$ cat src/rtl/mem_stage.sv
// mem_stage: memory-access stage of the pipelined MIPS core.
// Accepts one instruction per cycle from execute. Non-memory and misaligned
// instructions retire one cycle later. Aligned loads/stores go through a
// single-outstanding request/ready bus with big-endian lane steering, load
// extension and a bus-timeout watchdog.
module mem_stage #(
    parameter int unsigned TIMEOUT_CYCLES = 255
) (
    input  logic        clk,
    input  logic        rst,
    // execute stage
    input  logic        ex_valid,
    input  logic        ex_load,
    input  logic        ex_store,
    input  logic [1:0]  ex_size,
    input  logic        ex_unsigned,
    input  logic [31:0] ex_ea,
    input  logic [31:0] ex_dm_in,
    input  logic [31:0] ex_alu_res,
    input  logic [4:0]  ex_rd,
    input  logic        ex_wb_en,
    // data-memory bus
    output logic        mem_req,
    output logic        mem_we,
    output logic [31:0] mem_addr,
    output logic [3:0]  mem_be,
    output logic [31:0] mem_wdata,
    input  logic        mem_ready,
    input  logic [31:0] mem_rdata,
    // pipeline control and writeback
    output logic        stall,
    output logic        wb_valid,
    output logic        wb_en,
    output logic [4:0]  wb_rd,
    output logic [31:0] wb_data,
    output logic        adel,
    output logic        ades,
    output logic        buserr
);

    // Wide enough for the largest legal TIMEOUT_CYCLES (1023).
    localparam int unsigned CNT_W = 10;

    // The counter holds the number of REQ cycles already completed, so the
    // last permitted cycle is the one where it equals TIMEOUT_CYCLES-1.
    localparam logic [CNT_W-1:0] TIMEOUT_LAST = CNT_W'(TIMEOUT_CYCLES - 1);

    localparam logic [1:0] SZ_BYTE = 2'b00;
    localparam logic [1:0] SZ_HALF = 2'b01;

    typedef enum logic {
        IDLE,
        REQ
    } state_t;

    state_t           state;
    logic [1:0]       req_size;
    logic             req_unsigned;
    logic [4:0]       req_rd;
    logic [1:0]       req_k;
    logic [CNT_W-1:0] timeout_cnt;

    // ------------------------------------------------------------------
    // Lane helpers (big-endian: byte offset 0 lives in bits [31:24]).
    // Size 2'b11 falls into the word case everywhere.
    // ------------------------------------------------------------------

    function automatic logic is_misaligned(input logic [1:0] size, input logic [1:0] k);
        logic r;
        case (size)
            SZ_BYTE: r = 1'b0;
            SZ_HALF: r = k[0];
            default: r = (k != 2'b00);
        endcase
        return r;
    endfunction

    function automatic logic [3:0] lane_be(input logic [1:0] size, input logic [1:0] k);
        logic [3:0] r;
        case (size)
            SZ_BYTE: r = 4'b1000 >> k;
            SZ_HALF: r = k[1] ? 4'b0011 : 4'b1100;
            default: r = 4'b1111;
        endcase
        return r;
    endfunction

    function automatic logic [31:0] lane_wdata(input logic [1:0] size, input logic [31:0] d);
        logic [31:0] r;
        case (size)
            SZ_BYTE: r = {4{d[7:0]}};
            SZ_HALF: r = {2{d[15:0]}};
            default: r = d;
        endcase
        return r;
    endfunction

    function automatic logic [31:0] load_extract(
        input logic [1:0]  size,
        input logic [1:0]  k,
        input logic        uns,
        input logic [31:0] rdata
    );
        logic [7:0]  b;
        logic [15:0] h;
        logic [31:0] r;
        case (k)
            2'd0:    b = rdata[31:24];
            2'd1:    b = rdata[23:16];
            2'd2:    b = rdata[15:8];
            default: b = rdata[7:0];
        endcase
        h = k[1] ? rdata[15:0] : rdata[31:16];
        case (size)
            SZ_BYTE: r = uns ? {24'b0, b} : {{24{b[7]}}, b};
            SZ_HALF: r = uns ? {16'b0, h} : {{16{h[15]}}, h};
            default: r = rdata;
        endcase
        return r;
    endfunction

    // Request and stall are pure decodes of the state register, so neither
    // has a combinational path from mem_ready.
    assign mem_req = (state == REQ);
    assign stall   = (state == REQ);

    // Stage FSM: accept in IDLE, run the bus transaction in REQ, retire.
    always_ff @(posedge clk) begin
        if (rst) begin
            state        <= IDLE;
            mem_we       <= 1'b0;
            mem_addr     <= '0;
            mem_be       <= '0;
            mem_wdata    <= '0;
            wb_valid     <= 1'b0;
            wb_en        <= 1'b0;
            wb_rd        <= '0;
            wb_data      <= '0;
            adel         <= 1'b0;
            ades         <= 1'b0;
            buserr       <= 1'b0;
            req_size     <= '0;
            req_unsigned <= 1'b0;
            req_rd       <= '0;
            req_k        <= '0;
            timeout_cnt  <= '0;
        end else begin
            // NOTE: non-blocking assignments throughout, so every read in this
            // block sees the value from before the clock edge; the pulse
            // defaults below are simply overridden by later assignments.
            wb_valid <= 1'b0;
            wb_en    <= 1'b0;
            adel     <= 1'b0;
            ades     <= 1'b0;
            buserr   <= 1'b0;

            case (state)
                IDLE: begin
                    if (ex_valid) begin
                        if (!(ex_load || ex_store)) begin
                            wb_valid <= 1'b1;
                            wb_en    <= ex_wb_en;
                            wb_rd    <= ex_rd;
                            wb_data  <= ex_alu_res;
                        end else if (is_misaligned(ex_size, ex_ea[1:0])) begin
                            // No bus cycle; retire as an address exception.
                            // A set store bit wins over a set load bit.
                            wb_valid <= 1'b1;
                            wb_rd    <= ex_rd;
                            adel     <= !ex_store;
                            ades     <= ex_store;
                        end else begin
                            state        <= REQ;
                            mem_we       <= ex_store;
                            mem_addr     <= {ex_ea[31:2], 2'b00};
                            mem_be       <= lane_be(ex_size, ex_ea[1:0]);
                            mem_wdata    <= lane_wdata(ex_size, ex_dm_in);
                            req_size     <= ex_size;
                            req_unsigned <= ex_unsigned;
                            req_rd       <= ex_rd;
                            req_k        <= ex_ea[1:0];
                            timeout_cnt  <= '0;
                        end
                    end
                end

                REQ: begin
                    if (mem_ready) begin
                        state    <= IDLE;
                        wb_valid <= 1'b1;
                        wb_rd    <= req_rd;
                        if (!mem_we) begin
                            wb_en   <= (req_rd != 5'd0);
                            wb_data <= load_extract(req_size, req_k, req_unsigned, mem_rdata);
                        end
                    end else if (timeout_cnt == TIMEOUT_LAST) begin
                        // Give up on the bus and retire as a bus error.
                        state    <= IDLE;
                        wb_valid <= 1'b1;
                        buserr   <= 1'b1;
                    end else begin
                        timeout_cnt <= timeout_cnt + 1'b1;
                    end
                end

                default: state <= IDLE;
            endcase
        end
    end

endmodule

$ cat config.mk
export PLATFORM = sky130hd
export DESIGN_NAME = mem_stage
export DESIGN_NICKNAME = d
export VERILOG_FILES = /design/src/rtl/mem_stage.sv
export SDC_FILE = /design/constraint.sdc
export NUM_CORES = 1
export LEC_CHECK = 0
export CAP_MARGIN = 25
export CORE_MARGIN = 1
export CORE_UTILIZATION = 43
export DETAILED_ROUTE_END_ITERATION = 10
export GPL_TIMING_DRIVEN = 0
export PLACE_DENSITY = 0.81
export SLEW_MARGIN = 25
export SYNTH_ARGS = -nofsm -noshare
export SYNTH_HDL_FRONTEND = slang
export SYNTH_SLANG_ARGS = --single-unit
$ cat constraint.sdc
create_clock -name clk -period 1.9 [get_ports clk]
set_input_delay 0.38 -clock clk [delete_from_list [all_inputs] [get_ports clk]]
set_output_delay 0.38 -clock clk [all_outputs]
set_load 0.02 [all_outputs]
-- Yosys cells after proc, flatten, opt, wreduce, memory -nomap -nowiden
Cells that the tools add are included.
W data, S select, Z words.
- add/sub/neg operators: 1
- eq/ne operators: 14
- shift-type cells: 1
- mux-type cells: 46
- bitwise operators: 4
- reductions and logical operators: 13
- operators by type and width (kind ; number):
    $mux W32 ; 6
    $pmux W32 S2 ; 3
    $mux W10 ; 5
    $pmux W8 S3 ; 1
    $mux W5 ; 4
    $pmux W10 S2 ; 1
    $mux W1 ; 18
    $mux W16 ; 1
    $ne A2 B2 Y1 const B ; 8
    $add A10 B1 Y10 const B ; 1
    $eq A10 B8 Y1 const B ; 1
    $pmux W5 S2 ; 1
    $pmux W1 S2 ; 4
    $pmux W4 S2 ; 1
    $reduce_and A4 Y1 ; 2
    $eq A2 B1 Y1 const B ; 3
    $logic_not A2 Y1 ; 3
    $reduce_and A5 Y1 ; 1
    $reduce_bool A5 Y1 ; 1
    $reduce_or A5 Y1 ; 1
    $mux W4 ; 1
    $not A1 Y1 ; 4
    $shr A4 B2 Y4 const A ; 1
    $ne A3 B3 Y1 const B ; 1
    other kinds (6) ; 6
- flip-flop bits (word level): 130
- input port bits: 143
- output and inout bits: 113
- word-level logic and storage cells: 96

-- Longest topological paths before layout
- depth after elaboration: 10
- mapped depth: 8
- depth with buffers taken out: 6

-- Least setup slack after synthesis
Ideal clock, no wire load.
- path type: register to register
- from: reg state, in the netlist mem_req
- to: reg wb_data[6]
- setup time: 0.134 ns
- data arrival time: 1.646 ns
- required time: 1.766 ns
- path slack: 0.120 ns
- stages on the path, launching flop included: 8
- path buffers: 3
- period minus slack after synthesis: 1.780 ns
- cell sequence: dfxtp_1 buf_6 or4b_4 o21a_1 buf_6 buf_2 a21oi_1 a211oi_1
- word-level cells in the longest chain between the ends: 3
- elaborated cells between the ends (all ways): 7
- classes of those cells: 4 x eq/ne; 1 x mux; 1 x bitwise; 1 x reduce/logical
- RTL lines (element ; RTL line ; RTL):
    start: declaration ; 56 ; state_t state;
    start signal: assignment ; 130 ; state <= IDLE;
    start signal: assignment ; 173 ; state <= REQ;
    start signal: assignment ; 189 ; state <= IDLE;
    $not A1 Y1 (no source line) ; n/a ;
    $ne A2 B2 Y1 (no source line) ; n/a ;
    $reduce_and A4 Y1 (no source line) ; n/a ;
    end signal: assignment ; 164 ; wb_data <= ex_alu_res;
    end signal: assignment ; 194 ; wb_data <= load_extract(req_size, req_k, req_unsigned, mem_rdata);
    end: declaration ; 35 ; output logic [31:0] wb_data,
Parallel ways exist; a longest one is shown, timed or not.
A chain may end at the register's enable or synchronous reset.

-- Final worst setup path
Same ends and word-level chain as after synthesis.

==> impl_metrics.json <==
{
  "status": "finished, final reports clean",
  "slew_viol_final": 0,
  "synth.mux.area_fraction_pct": 4.30,
  "path_class": "reg -> reg",
  "final_antenna_net_count": 0,
  "end_kind": "register",
  "root_buffer": "clkbuf_16",
  "required_ps": 2200,
  "p_int_mw": 5.77,
  "p_switching_mw": 2.14,
  "yosysUniqueCellTypes": 61,
  "grt_max_degree": 17,
  "vias_per_cell": 5.58,
  "ys_ff_latch": 130,
  "wl_per_cell_um": 18.1,
  "first_global_vias": 6493,
  "dpl.hpwl_mm": 16.4,
  "period_share_pct": 95.9,
  "gp_congestion": 0.963,
  "startpoint_type": "register",
  "syn_area_um2": 6130,
  "r2r_start": "mem_req",
  "synthCells": 745,
  "cts_hold_buffers": 0,
  "vias": 6764,
  "relSlewSlack_pct": 53.4,
  "period_needed_ps": 1820,
  "cpPeakStageDelay_ps": 550,
  "grt_pass1_wl_mm": 33.8,
  "nets": 1164,
  "grt.total_usage_pct": 30.0,
  "start_util_pct": 44.2,
  "worstSetupEndpoint": "wb_data[6]",
  "crit_start": "mem_req",
  "drtPass1Iterations": 7,
  "hold_class": "in -> reg",
  "worstMarginPinSlew_ps": 700,
  "cp_max_fo": 10,
  "die_h_um": 121,
  "clockBufferDepth": 2,
  "post-route-util_pct": 69.2,
  "ys.flop_type": "dfxtp_1",
  "core_um2": 13900,
  "die_x_um": 121,
  "rr_worst_depth": 7,
  "cts_sinks": 130,
  "grt_setup_unrepaired": "yes",
  "area_growth_pct": 56.6,
  "async_flop_share_pct": 0,
  "arrival_ps": 2130,
  "synth.largest_area_cell": "dfxtp_1",
  "port_buffers": 252,
  "fin_ws_ps": 77.1,
  "crit_chain": "buf_6, or4b_4, o21a_1, buf_6, clkbuf_4, a21oi_2, a211oi_1",
  "powerDensity_nw_per_um2": 823,
  "synth_compound_area_share_pct": 25.3,
  "worst_path_most_repeated_cell": "buf_6",
  "die-area_um2": 14700,
  "p_seq_share_pct": 37.4,
  "initialDrtViolationCount": 498,
  "post-route-drc-count": 0,
  "final-setup-viol-count": 0,
  "cts_tree": "yes",
  "max_freq_ghz": 0.549,
  "ir_drop_v": 0.000602,
  "hold_viol_final": 0,
  "slowest_stage": "or4b_4",
  "synth_top_area_share_pct": 42.4,
  "antenna_cells": 0,
  "yosys.area_share.simple_pct": 20.9,
  "clkLatencyLatePin_ps": 430,
  "maxCapViolCount": 0,
  "overflow": 0,
  "p_comb_share_pct": 19.6,
  "yosysSeqAreaShare_pct": 42.4,
  "row_count": 43,
  "synth_xor_area_share_pct": 0.571,
  "r2r_end": "wb_data[6]",
  "r2r_slack_ps": 80,
  "clkTransAtPathRegs_ps": 60,
  "synth.avg_cell_area_um2": 8.23,
  "clock_skew_ps": 7.26,
  "switching_share_pct": 27.0,
  "synth_top_family_by_area": "compound AO/OA/AOI/OAI gates",
  "drt-total-wl_mm": 22.0,
  "synthTopCellsByArea": "dfxtp_1, nand2_1, a21oi_1",
  "synthAdderAreaFrac_pct": 0.408,
  "synth_edf_count": 0,
  "clkPwrFrac_pct": 43.0,
  "pin_count": 256,
  "yosys_warnings": 0,
  "htree_levels": 4,
  "drive_gt1_share_pct": 10.2,
  "dp_slack_ps": -506,
  "cts_made_buffers": 17,
  "p_leak_nw": 3.49,
  "grt_antenna_before_repair": 0
}
[stage by stage]
step           setup TNS (ps)  power (mW)  area, um^2  hold slack, ps  std cells
2_1_floorplan               0        3.73        6140             443        746
3_3_place_gp           -44450        4.51        8890             440       1178
3_5_place_dp           -46290        4.52        8890             446       1178
4_1_cts                 -44.5        7.90        9510             454       1210
5_1_grt                 -17.5        8.18        9610             302       1212
6_report                    0        7.91        9610             287       1212
[power by group through the flow]
stage               registers [mW]  logic, mW  clock network [mW]
floorplan                     3.17      0.565                   0
global placement              3.01       1.50                   0
detailed placement            3.01       1.51                   0
CTS                           2.95       1.52                3.42
global route                  2.97       1.66                3.55
finish                        2.96       1.55                3.40
[worst max-delay path: cells and delay by family, from the launching register on]
kind                   cells  cell delay, ps
DFF                        1             330
buffers and inverters      3             490
and+or+nand+nor            1             550
AOI/OAI and AO/OA          3             330
[cell usage after synthesis, types with 8 or more instances]
cell type and number:
dfxtp_1 130, clkbuf_1 37, or4bb_1 8, or2_2 18
o211ai_1 23, a311oi_1 10, a211oi_1 26, a32o_1 16
o21a_1 8, buf_2 19, inv_1 9, o21ai_0 22
mux2i_1 23, nor2_1 38, a21oi_1 80, nand3_1 18
o221ai_1 11, nand2_1 159
[cell families (layout without fill, tap and decap cells)]
family          count (synthesis)  count (layout)
xor+xnor                        4               4
compound gates                229             229
mux                            25              25
other cells                     1               2
flops                         130             130
simple gates                  275             275
fa+ha+maj                       2               2
buf+inv                        79             365
[routing by layer]
layer	GRT usage, %	routed length [um]	share of wire, %
met5	0	0	0
met3	8.88	2100	9.6
met2	49.8	10400	47
met1	35.7	8820	40
met4	12.5	698	3.2
[placed cells by master, fill, tap and decap left out, drive strengths merged, types with 5 or more instances in the layout]
master / count
nor3: 5
o311a: 5
o211ai: 23
dfxtp: 130
a21oi: 80
nand3: 18
o21a: 8
inv: 11
buf: 26
nor2: 40
clkdlybuf4s50: 248
clkbuf: 65
clkinv: 5
o21ai: 24
a211o: 7
a32o: 16
mux2i: 23
nand2: 159
o22ai: 7
a211oi: 26
or4bb: 8
a311oi: 10
or2: 18
o221ai: 11
[area by class of cell]
class	count	area (um^2)
fillers	1119	4270
multi-input cells	537	3220
flip-flops and latches	130	2600
repair buffers	254	2550
clock buffers	21	460
plain buffers	68	364
well taps	180	225
clock inverters	11	153
inverters	11	41.3
[state kept, by name (all words and copies together) (netlist names), 2 cells and up]
| name | count |
|---|---|
| mem_be | 4 |
| req_k | 2 |
| wb_rd | 5 |
| req_size | 2 |
| req_rd | 5 |
| wb_data | 32 |
| mem_addr | 30 |
| timeout_cnt | 10 |
| mem_wdata | 32 |
[worst min path at each step]
stage	startpoint	endpoint	slack, ps	cells past startpoint
after floorplan	req_rd[4]	req_rd[4]	440	2
after global placement	mem_addr[13]	mem_addr[13]	440	2
after detailed placement	wb_data[8]	wb_data[8]	450	2
after CTS	mem_wdata[1]	mem_wdata[1]	450	2
after global routing	ex_store	mem_we	300	3
final	ex_store	mem_we	290	3
[timing repair]
action / in CTS / in global routing
setup buffers: 0 / 2
gates resized for setup: 6 / 37
endpoints found under the setup margin: 13 / 116
hold endpoints to repair: 0 / 0
No activity file was read; power rests on OpenSTA's default activity.
